==> config.mk <==
export PLATFORM = sky130hd
export DESIGN_NAME = digit_shift_buffer
export DESIGN_NICKNAME = d
export VERILOG_FILES = /design/src/rtl/digit_shift_buffer_pkg.sv /design/src/rtl/digit_shift_buffer_strobe_toggle_detect.sv /design/src/rtl/digit_shift_buffer.sv
export SDC_FILE = /design/constraint.sdc
export NUM_CORES = 1
export LEC_CHECK = 0
export BUFFER_PORTS_ARGS = -buffer_cell sky130_fd_sc_hd__clkbuf_2
export CAP_MARGIN = 20
export CORE_MARGIN = 4
export CORE_UTILIZATION = 50
export CTS_BUF_LIST = sky130_fd_sc_hd__clkbuf_8
export DETAILED_ROUTE_END_ITERATION = 8
export MAX_ROUTING_LAYER = met4
export PLACE_DENSITY = 0.83
export SYNTH_ARGS = -nofsm -noshare
export SYNTH_HDL_FRONTEND = slang
export SYNTH_SLANG_ARGS = --single-unit
==> constraint.sdc <==
create_clock -name clk -period 2 [get_ports clk]
set_clock_uncertainty 0.05 [all_clocks]
set_input_delay 0.4 -clock clk [delete_from_list [all_inputs] [get_ports clk]]
set_output_delay 0.4 -clock clk [all_outputs]
set_load 0.01 [all_outputs]
==> src/rtl/digit_shift_buffer_pkg.sv <==
// digit_shift_buffer_pkg
//   Shared definitions for the display digit shift buffer and its
//   UART-side neighbours: command codes carried with each strobe, FSM
//   encodings and a width helper for the settle timer.
//   Optional feature macro used by the top: DIGIT_SHIFT_PEND_EN.
package digit_shift_buffer_pkg;

  localparam logic [1:0] CMD_PUSH = 2'b00;
  localparam logic [1:0] CMD_BKSP = 2'b01;
  localparam logic [1:0] CMD_CLR  = 2'b10;
  localparam logic [1:0] CMD_NOP  = 2'b11;

  localparam logic [0:0] ST_IDLE   = 1'b0;
  localparam logic [0:0] ST_SETTLE = 1'b1;

  // Width of a down-counter that must hold values 0..n-1; never below 1 bit.
  function automatic int unsigned cnt_width(input int unsigned n);
    return (n <= 2) ? 1 : $clog2(n);
  endfunction

endpackage

==> src/rtl/digit_shift_buffer_strobe_toggle_detect.sv <==
// strobe_toggle_detect
//   Turns a toggle-style strobe into a one-clock event. The strobe is
//   registered once (strb_q) and compared against the last acknowledged
//   level (prev_q). Asserting ack_i copies strb_q into prev_q, so an
//   acknowledged event lasts exactly one clock.
// Ports
//   clk       in   clock
//   rst       in   synchronous reset, active-low
//   strobe_i  in   toggle strobe from the source domain
//   ack_i     in   consume the current event
//   event_o   out  level change seen and not yet acknowledged
module strobe_toggle_detect (
  input  logic clk,
  input  logic rst,
  input  logic strobe_i,
  input  logic ack_i,
  output logic event_o
);

  logic strb_q;
  logic prev_q;
  logic prev_d;

  assign event_o = (strb_q != prev_q);
  assign prev_d  = ack_i ? strb_q : prev_q;

  always_ff @(posedge clk) begin
    if (!rst) begin
      strb_q <= 1'b0;
      prev_q <= 1'b0;
    end else begin
      strb_q <= strobe_i;
      prev_q <= prev_d;
    end
  end

endmodule

==> src/rtl/digit_shift_buffer.sv <==
// digit_shift_buffer
//   Holds NUM_DIGITS display digits fed from the UART receiver. Every
//   level change of in_strobe is one command (push / backspace / clear /
//   no-op). After an event the block waits SETTLE_CYCLES clocks, then
//   samples in_data/in_cmd and applies the command on that edge.
//   Events arriving while busy are dropped and flagged in the sticky
//   'lost' bit, unless DIGIT_SHIFT_PEND_EN is defined, in which case one
//   event is held in a pending bit and only a second one is lost.
// Ports
//   clk          in   clock
//   rst          in   synchronous reset, active-low
//   in_data      in   digit value for push
//   in_cmd       in   00 push, 01 backspace, 10 clear, 11 no-op
//   in_strobe    in   toggle strobe
//   digits_flat  out  digit i at [i*DIGIT_W +: DIGIT_W], digit 0 newest
//   digit_count  out  valid digits held, saturates at NUM_DIGITS
//   busy         out  FSM not idle
//   lost         out  sticky dropped-strobe flag, cleared by clear
//
// state     | meaning
// ST_IDLE   | waiting for a strobe event (or a pending one)
// ST_SETTLE | counting down; command applied when the timer reaches 0
module digit_shift_buffer
  import digit_shift_buffer_pkg::*;
#(
  parameter int unsigned            NUM_DIGITS    = 4,
  parameter int unsigned            DIGIT_W       = 4,
  parameter int unsigned            SETTLE_CYCLES = 2,
  parameter logic [DIGIT_W-1:0]     BLANK_CODE    = '0
) (
  input  logic                              clk,
  input  logic                              rst,
  input  logic [DIGIT_W-1:0]                in_data,
  input  logic [1:0]                        in_cmd,
  input  logic                              in_strobe,
  output logic [NUM_DIGITS*DIGIT_W-1:0]     digits_flat,
  output logic [$clog2(NUM_DIGITS+1)-1:0]   digit_count,
  output logic                              busy,
  output logic                              lost
);

  localparam int unsigned CW    = $clog2(NUM_DIGITS + 1);
  localparam int unsigned TW    = cnt_width(SETTLE_CYCLES);
  localparam logic [CW-1:0] COUNT_MAX  = CW'(NUM_DIGITS);
  localparam logic [TW-1:0] TIMER_LOAD = TW'(SETTLE_CYCLES - 1);

  logic               evt;
  logic [0:0]         state_q, state_d;
  logic [TW-1:0]      timer_q, timer_d;
  logic [CW-1:0]      count_q, count_d;
  logic               lost_q,  lost_d;
  logic [DIGIT_W-1:0] digit_q [NUM_DIGITS];
  logic [DIGIT_W-1:0] digit_d [NUM_DIGITS];
  logic [DIGIT_W-1:0] push_v  [NUM_DIGITS];
  logic [DIGIT_W-1:0] bksp_v  [NUM_DIGITS];
  logic               apply;
  logic               busy_evt;
`ifdef DIGIT_SHIFT_PEND_EN
  logic               pending_q, pending_d;
`endif

  // Every event is acknowledged immediately: prev follows strb_q whether
  // the event starts a command, becomes pending or is lost.
  strobe_toggle_detect u_detect (
    .clk      (clk),
    .rst      (rst),
    .strobe_i (in_strobe),
    .ack_i    (evt),
    .event_o  (evt)
  );

  for (genvar gi = 0; gi < NUM_DIGITS; gi++) begin : g_dig
    if (gi == 0) begin : g_head
      assign push_v[gi] = in_data;
    end else begin : g_body
      assign push_v[gi] = digit_q[gi-1];
    end
    if (gi == NUM_DIGITS - 1) begin : g_tail
      assign bksp_v[gi] = BLANK_CODE;
    end else begin : g_rest
      assign bksp_v[gi] = digit_q[gi+1];
    end
    assign digits_flat[gi*DIGIT_W +: DIGIT_W] = digit_q[gi];
  end

  assign apply    = (state_q == ST_SETTLE) && (timer_q == '0);
  assign busy_evt = evt && (state_q == ST_SETTLE);

  always_comb begin
    state_d = state_q;
    timer_d = timer_q;
    count_d = count_q;
    lost_d  = lost_q;
    digit_d = digit_q;
`ifdef DIGIT_SHIFT_PEND_EN
    pending_d = pending_q;
`endif

    case (state_q)
      ST_IDLE: begin
        if (evt) begin
          state_d = ST_SETTLE;
          timer_d = TIMER_LOAD;
        end
      end
      default: begin
        if (!apply) begin
          timer_d = timer_q - TW'(1);
        end else begin
          case (in_cmd)
            CMD_PUSH: begin
              digit_d = push_v;
              count_d = (count_q == COUNT_MAX) ? COUNT_MAX : count_q + CW'(1);
            end
            CMD_BKSP: begin
              if (count_q != '0) begin
                digit_d = bksp_v;
                count_d = count_q - CW'(1);
              end
            end
            CMD_CLR: begin
              for (int i = 0; i < NUM_DIGITS; i++) digit_d[i] = BLANK_CODE;
              count_d = '0;
              lost_d  = 1'b0;
            end
            default: ;
          endcase
          state_d = ST_IDLE;
`ifdef DIGIT_SHIFT_PEND_EN
          if (pending_q) begin
            state_d   = ST_SETTLE;
            timer_d   = TIMER_LOAD;
            pending_d = 1'b0;
          end
`endif
        end
      end
    endcase

    // A drop on the same edge as a clear still leaves lost set: that
    // strobe happened after the clear was issued.
`ifdef DIGIT_SHIFT_PEND_EN
    if (busy_evt) begin
      if (pending_q) begin
        lost_d = 1'b1;
      end else if (apply) begin
        // Slot frees on this very edge: start the new command directly.
        state_d = ST_SETTLE;
        timer_d = TIMER_LOAD;
      end else begin
        pending_d = 1'b1;
      end
    end
`else
    if (busy_evt) lost_d = 1'b1;
`endif
  end

  always_ff @(posedge clk) begin
    if (!rst) begin
      state_q <= ST_IDLE;
      timer_q <= '0;
      count_q <= '0;
      lost_q  <= 1'b0;
      for (int i = 0; i < NUM_DIGITS; i++) digit_q[i] <= BLANK_CODE;
`ifdef DIGIT_SHIFT_PEND_EN
      pending_q <= 1'b0;
`endif
    end else begin
      state_q <= state_d;
      timer_q <= timer_d;
      count_q <= count_d;
      lost_q  <= lost_d;
      digit_q <= digit_d;
`ifdef DIGIT_SHIFT_PEND_EN
      pending_q <= pending_d;
`endif
    end
  end

  assign digit_count = count_q;
  assign busy        = (state_q == ST_SETTLE);
  assign lost        = lost_q;

endmodule

## After elaboration in Yosys (flattened, before gate mapping)

Index checks and enable logic that the tools add are counted.

| word-level totals | value |
|---|---|
| register bits | 24 |
| input bits | 9 |

| cells by class | value |
|---|---|
| $add $sub $neg | 3 |
| eq/ne operators | 6 |
| muxes and demuxes | 15 |
| bitwise gates (word level) | 1 |
| reduce and logical (&&, ||, !) cells | 12 |

Operators by type and width:

| operator | number |
|---|---|
| one-hot mux 16 bit (3 select lines) | 1 |
| two-way mux 16 bit | 1 |
| two-way mux 1 bit | 10 |
| one-hot mux 3 bit (3 select lines) | 1 |
| nonzero test 2 bit | 4 |
| two-way mux 3 bit | 2 |
| nonzero test 3 bit | 2 |
| != test 2 bit, second input constant | 2 |
| AND reduction 4 bit | 1 |
| adder 3 x 1 -> 3 bit, second input constant | 1 |
| equality test 3 bit, second input constant | 1 |
| AND reduction 3 bit | 1 |
| subtractor 3 x 1 -> 3 bit, second input constant | 1 |
| equality test 2 x 1 -> 1 bit, second input constant | 1 |
| equality test 2 bit, second input constant | 1 |
| logical AND 1 bit | 2 |
| zero test 2 bit | 1 |
| AND reduction 2 bit | 1 |
| != test 1 bit | 1 |
| NOT 1 bit | 1 |
| subtractor 1 bit, second input constant | 1 |

## Logic depth before layout (Yosys ltp)

Gate-level depths: netlist of the first run.

| depth | value |
|---|---|
| depth in word-level cells | 5 |
| mapped depth | 7 |
| mapped depth without buffers | 6 |

## Modules after synthesis

From an unflattened synthesis of the first run, not the netlist that was laid out.

| unflattened totals | value |
|---|---|
| cells, all modules | 137 |
| area, all modules | 1217.4 um2 |

Modules (own cells, without submodules):

| module | instances | cells each | area an instance (um2) | seq. area each (um2) |
|---|---|---|---|---|
| digit_shift_buffer | 1 | 131 | 1146.1 | 440.4 |
| strobe_toggle_detect | 1 | 6 | 71.3 | 40.0 |

## Worst setup path after synthesis of the first run

Ideal clock, no wire load.

| path | value |
|---|---|
| path kind | register to register |
| start | register count_q[0] (netlist: digit_count[0]) |
| end | register digit_q, in the netlist digits_flat[2] |
| arrival time | 1.467 ns |
| data required time | 1.814 ns |
| setup slack | 0.347 ns |
| stages on the path, launching flop included | 8 |
| path buffers | 1 |
| period minus slack after synthesis | 1.653 ns |
| cell sequence | dfxtp_1 inv_1 ha_1 ha_1 and2_1 nor2_4 buf_4 a311oi_2 |

| on the way | value |
|---|---|
| longest elaborated chain between the ends | 3 |

RTL lines:

| what | line | text |
|---|---|---|
| start: declaration | digit_shift_buffer.sv:50 | `logic [CW-1:0] count_q, count_d;` |
| start signal: assignment | digit_shift_buffer.sv:172 | `count_q <= count_d;` |
| nonzero test 3 bit | digit_shift_buffer.sv:116 | `if (count_q != '0) begin` |
| != test 2 bit (no line) | n/a |  |
| AND reduction 4 bit (no line) | n/a |  |
| end signal: assignment | digit_shift_buffer.sv:174 | `digit_q <= digit_d;` |
| end: declaration | digit_shift_buffer.sv:52 | `logic [DIGIT_W-1:0] digit_q [NUM_DIGITS];` |

No other way between the ends.
A chain may end at the register's enable or synchronous reset.

## Worst setup path after layout of the first run

| path | value |
|---|---|
| start | register count_q[0] (netlist: digit_count[0]) |
| end | register digit_q, in the netlist digits_flat[11] |

The elaborated chain is that of the path after synthesis.

==> results of run 1 <==
[per-layer routing]
layer | vias up | global-route usage (%)
li1 | 560 | -
met1 | 544 | 21.9
met2 | 45 | 34.7
met3 | 6 | 2.90
met4 | 0 | 4.97
met5 | - | -
[synthesized netlist by cell type (all sizes together) (2+ instances only)]
library cell  instances  area share (%)
a21oi                19             8.8
a311oi               13              11
and2                  3             1.5
buf                   3             2.4
clkbuf                6             1.8
dfxtp                24              38
ha                    7             7.0
inv                   6             1.8
nand2                13             3.9
nand3b               13             7.8
nand4                 4             2.0
nor2                  4             1.8
nor2b                 3             1.5
nor3                  2            0.80
o21ai                 6             2.4
xor2                  2             1.4
[per-stage QoR]
stage	cell area, sq um	std cells
floorplan	1260	135
global placement	1470	191
detailed placement	1470	191
CTS	1520	195
global route	1520	195
finish	1520	195
[power groups by stage]
stage	sequential [W]	combinational (W)	clock, W
floorplan	0.000563	0.000161	0
global route	0.000550	0.000283	0.000350
CTS	0.000545	0.000259	0.000334
finish	0.000545	0.000259	0.000327
global placement	0.000553	0.000246	0
detailed placement	0.000556	0.000256	0
[how the worst min path moves through the flow]
stage	start	end	slack (ns)
2_1_floorplan	u_detect.strb_q	u_detect.prev_q	0.40
3_3_place_gp	u_detect.strb_q	u_detect.prev_q	0.41
3_5_place_dp	u_detect.strb_q	u_detect.prev_q	0.43
4_1_cts	in_strobe	u_detect.strb_q	0.29
5_1_grt	in_strobe	u_detect.strb_q	0.31
6_report	in_strobe	u_detect.strb_q	0.29
[flip-flops by register name, indices dropped and copies added (netlist names)]
name	cells
digits_flat	16
digit_count	3
busy	1
lost	1
timer_q	1
u_detect.prev_q	1
u_detect.strb_q	1
[worst reg2reg max path, delay by kind of cell, from the launching register on]
family | cells | cell delay, ns
buffers and inverters | 1 | 0.09
DFF | 1 | 0.38
adders and majority gates | 2 | 0.42
AOI/OAI and AO/OA | 1 | 0.16
and+or+nand+nor | 2 | 0.60
[area by class of cell]
cell class                      instances  area [sq um]  share of cell area [%]
Multi-Input combinational cell         96           701                    46.0
Sequential cell                        24           480                    31.5
Timing Repair Buffer                   37           230                    15.1
Clock buffer                            4          55.1                    3.61
Tap cell                               28          35.0                    2.30
Inverter                                6          22.5                    1.48
[cell families after synthesis]
| group | after synthesis |
|---|---|
| XOR/XNOR | 2 |
| buffers and inverters | 15 |
| adder cells (fa/ha/maj) | 7 |
| flip-flops | 24 |
| AND/OR/NAND/NOR | 45 |
| AO/OA/AOI/OAI | 41 |
| multiplexers | 1 |
==> results.toml, run 1 <==
[outcome]
outcome = "completed"

[global_route]
grtUsageTotal_pct = 19.2
grt_pass1_wl_um = 5000
antenna_found_initial = 0
grt_start_max_net_pins = 16
grt_overflow = 0
first_global_vias = 1142

[clock_tree]
cts_buffers = 3
cts_buffer_depth = 2
cts_resized = 0
clock_sinks = 24
htreeDepth = 1
postCtsHoldBufs = 0
worstSkewPairLatency_ns = 0.26
ctsRootBufferMaster = "clkbuf_8"
cts_setup_buffers = 0
cts_tree = "done"
path_clk_slew_ns = 0.08

[routing]
met1_length_um = 1300
wl_met2_um = 1470
ant_nets = 0
vias_per_cell = 5.92
initialDrtViolationCount = 23
routed_wl_um = 3000
vias = 1155
drt-pass1-iter-count = 4
drc = 0
top_layer = "met4"
dr_wl_met3_um = 199
wl_per_cell_um = 15.4

[floorplan]
start_util_pct = 54.7
die_w_um = 58.1
row_count = 17
die_height_um = 58.1
die-area_sq_um = 3380
io_pins = 30
core_area_sq_um = 2300

[cells_and_area]
fillCellCount = 193
area_delta_synth_final_pct = 21.3
final_core_util_pct = 66.3
final_common_cell = "clkbuf_2"
antenna_cells = 0
nets = 184
final_cell_mix = "clkbuf_2, dfxtp_1, a21oi_1, nand2_1, nand3b_1"
layout-drive-gt1-share_pct = 31.7

[sta]
fmax_mhz = 545
final_min_period_over_clock_period_pct = 91.7
rsz0062_at_grt = "false"
fin_crit_ns = 1.83
final_hold_viol_count = 0
tightestPinTransition_ns = 0.426
slew_headroom_pct = 71.6
fin_ws_ns = 0.166
finalSetupViolCount = 0
whs_ns = 0.288
drv_slew = 0
tns_ns = 0

[place]
routabilityCongestion = 0.722
post-place-ws_ns = 0.106
portBuffers = 29
place_hpwl_um = 2150

[yosys]
ys_ff_latch = 24
synthAdderAreaFrac_pct = 6.97
synth_fp_nets = 151
synthMuxAreaShare_pct = 0.797
yosys.area_share.xor_xnor_pct = 1.39
ys_warn_count = 0
synth-compound-area-share_pct = 24.5
synth_top_family_by_area = "compound AO/OA/AOI/OAI gates"
ys_seq_area_share_pct = 38.2
synth_edf_count = 0
synth_flop_cell = "dfxtp_1"
synth.cell_area_sq_um = 1260
synth-simple-area-share_pct = 22.1
synthArstFlopShare_pct = 0
avgSynthCellArea_sq_um = 9.31
netlist_instances = 135
synth.distinct_cells = 27

[worst_setup_path]
critPathMaxFanout = 14
crit_chain = "inv_1 -> ha_1 -> ha_1 -> and2_1 -> nor2_4 -> a311oi_1"
cpPeakStageDelay_ns = 0.38
crit_buf_inv = 1
required_ns = 2.07
timing.critical_path.from = "digit_count[0]"
path_common_cell = "ha_1"
r2r_cells = 6
worstReg2RegEnd = "digits_flat[11]"
worst-path-stages = 6
path_class = "register to register"
start_kind = "register"
rr_startpoint = "digit_count[0]"
endpoint = "digits_flat[11]"
worstPathArrival_ns = 1.91
ff2ff_setup_slack_ns = 0.17
slowest_stage = "dfxtp_1"
endpoint_kind = "register"
crit_family = "simple AND/OR/NAND/NOR gates"

[pwr]
p_leak_nw = 0.594
total_power_w = 0.00113
pwr-share-comb_pct = 22.9
pwr-share-clk_pct = 28.9
p_seq_share_pct = 48.2
switching_share_pct = 29.1
peakVddDrop_v = 0.000474
power.switching_w = 0.000328
p_int_w = 0.000802
power.density_nw_per_um2 = 742

[job]
timing.max_cap.violations = 0

[min_path]
min_path_type = "input port to register"
holdPathStages = 2
No activity file was read; power rests on OpenSTA's default activity.
==> inputs of run 2 (changes only) <==
Settings changed: ABC_AREA set to 1, CORE_UTILIZATION 50 to 47, PLACE_DENSITY 0.83 to 0.79, REMOVE_ABC_BUFFERS set to 1.
==> run 2 against run 1 <==
  * Count of clock-buffer cells in the layout shrank 1
  * Register-to-register slack gained 0.14 ns
  * Wire length shrank 15%
  * First-iteration DRC count grew 57%
  * Global-route usage shrank 2.9 points
  * Area after synthesis grew 1.1%
  * Critical path type unchanged
  * Highest routed layer unchanged
==> results.toml, run 2 <==
[floorplan]
io_pins = 30
die_w_um = 60.0
core_area_sq_um = 2520
die-area_sq_um = 3600
start_util_pct = 50.3
row_count = 18
die_height_um = 60.0

[min_path]
min_to = "u_detect.strb_q"
min_path_type = "input port to register"
holdPathStages = 3
hp-start = "in_strobe"

[routing]
drc = 0
initialDrtViolationCount = 36
met1_length_um = 1290
dr_wl_met3_um = 141
wl_met2_um = 1070
drt-pass1-iter-count = 4
top_layer = "met4"
routed_wl_um = 2540
vias_per_cell = 4.97
ant_nets = 0
vias = 1119
wl_per_cell_um = 11.3

[worst_setup_path]
start_kind = "register"
endpoint_kind = "register"
ff2ff_setup_slack_ns = 0.31
required_ns = 2.15
rr_startpoint = "digit_count[0]"
worstReg2RegEnd = "digits_flat[6]"
path_class = "register to register"
worstPathArrival_ns = 1.84
r2r_cells = 8
critPathMaxFanout = 18

[cells_and_area]
nets = 213
final_cell_mix = "nand2_1, nor2_1, clkbuf_2, dfxtp_1, o21ai_0"
layout-drive-gt1-share_pct = 25.6
area_delta_synth_final_pct = 13.7
final_core_util_pct = 57.2
largest_reg_flops = 16
stdcell_count = 225
antenna_cells = 0

[clock_tree]
cts_setup_buffers = 0
path_clk_slew_ns = 0.08
cts_resized = 0
htreeDepth = 1
cts_buffer_depth = 2
cts_buffers = 3
worstSkewPairLatency_ns = 0.26
cts_tree = "done"
postCtsHoldBufs = 0
ctsRootBufferMaster = "clkbuf_8"
clock_sinks = 24

[global_route]
grt_pass1_wl_um = 4390
first_global_vias = 959
grtUsageTotal_pct = 16.3
grt_overflow = 0
antenna_found_initial = 0
grt_start_max_net_pins = 20

[sta]
rsz0062_at_grt = "false"
tightestPinTransition_ns = 0.354
final_hold_viol_count = 0
fin_crit_ns = 1.69
fin_ws_ns = 0.309
final_min_period_over_clock_period_pct = 84.5
fmax_mhz = 591
tns_ns = 0
whs_ns = 0.262
finalSetupViolCount = 0
slew_headroom_pct = 76.3
drv_slew = 0

[yosys]
synth_edf_count = 0
ys_seq_area_share_pct = 37.8
synth.cell_area_sq_um = 1270
synth_top_area_share_pct = 37.8
synthArstFlopShare_pct = 0
synth_top_area_cell = "dfxtp_1"
avgSynthCellArea_sq_um = 7.51
ys_warn_count = 0
netlist_instances = 169
yosys-top-cells-area = "dfxtp_1, nand2_1, nor2_1, ha_1, o21ai_0"
synth.distinct_cells = 24
ys_ff_latch = 24
ys_top_cells_by_count = "nand2_1, nor2_1, dfxtp_1"
synth_flop_cell = "dfxtp_1"

[pwr]
switching_share_pct = 29.8
p_seq_share_pct = 52.8
p_int_w = 0.000721
peakVddDrop_v = 0.000494
power.density_nw_per_um2 = 712
pwr-share-clk_pct = 26.8
p_leak_nw = 0.713
pwr-share-comb_pct = 20.4
power.switching_w = 0.000306

[outcome]
outcome = "completed"

[place]
portBuffers = 29
place_hpwl_um = 1810
post-place-ws_ns = 0.298
routabilityCongestion = 0.820
dp.cells = 222

[job]
timing.max_cap.violations = 0
[run 2: cell count changes after synthesis, moves of 5 or more]
cell	before	now
nor2_1	3	30
nand2_1	13	30
nand3b_1	13	1
a21oi_1	15	4
o21ai_0	6	17
nand3_1	0	10
a311oi_1	9	0
inv_1	6	13
o21ai_1	0	7
clkbuf_1	6	1
[run 2: kinds of logic after synthesis]
| group | synth area share, % |
|---|---|
| xor+xnor | 0.690 |
| buf+inv | 10.1 |
| simple gates | 30.1 |
| compound gates | 14.4 |
| fa+ha+maj | 6.90 |
| flops | 37.8 |
[run 2: worst max path at each step]
stage                           to      startpoint  cells after the start  slack, ns
floorplan           digit_count[0]       in_cmd[0]                      7       0.27
global placement    digit_count[0]  digit_count[0]                      7       0.32
detailed placement  digit_count[0]  digit_count[0]                      7       0.30
CTS                 digit_count[0]  digit_count[0]                      7       0.29
global route        digit_count[0]  digit_count[0]                      7       0.13
finish              digits_flat[6]  digit_count[0]                      8       0.31
[run 2: area by class of cell]
| cell class | instances | area [sq um] |
|---|---|---|
| multi-input combinational | 120 | 661 |
| clock buffer | 3 | 41.3 |
| tap | 30 | 37.5 |
| timing repair buffer | 31 | 160 |
| fill | 258 | 1080 |
| sequential | 24 | 480 |
| inverter | 17 | 63.8 |
[run 2: per-layer routing]
layer	global-route usage [%]	vias up
met2	23.3	28
met1	22.6	487
li1	-	599
met5	-	-
met4	6.65	0
met3	2.59	5
[run 2: power groups by stage]
stage,Combinational (W),Clock [W],Sequential (W)
after floorplan,0.000127,0,0.000561
after global placement,0.000209,0,0.000553
after detailed placement,0.000211,0,0.000553
after CTS,0.000212,0.000285,0.000542
after global routing,0.000241,0.000306,0.000548
final,0.000210,0.000275,0.000542
[run 2: worst max-delay path, cell delays in order, from the launching register on]
cell and delay, ns:
dfxtp_1 0.38, inv_1 0.07, ha_1 0.21, ha_1 0.18
nand2_1 0.13, nand2_2 0.11, nor2_8 0.25, o21ai_0 0.12
nor2_1 0.11
[run 2: metrics by stage]
stage	power (W)	area, sq um
finish	0.00103	1440
CTS	0.00104	1440
detailed placement	0.000764	1400
global placement	0.000761	1400
global route	0.00110	1440
floorplan	0.000688	1200
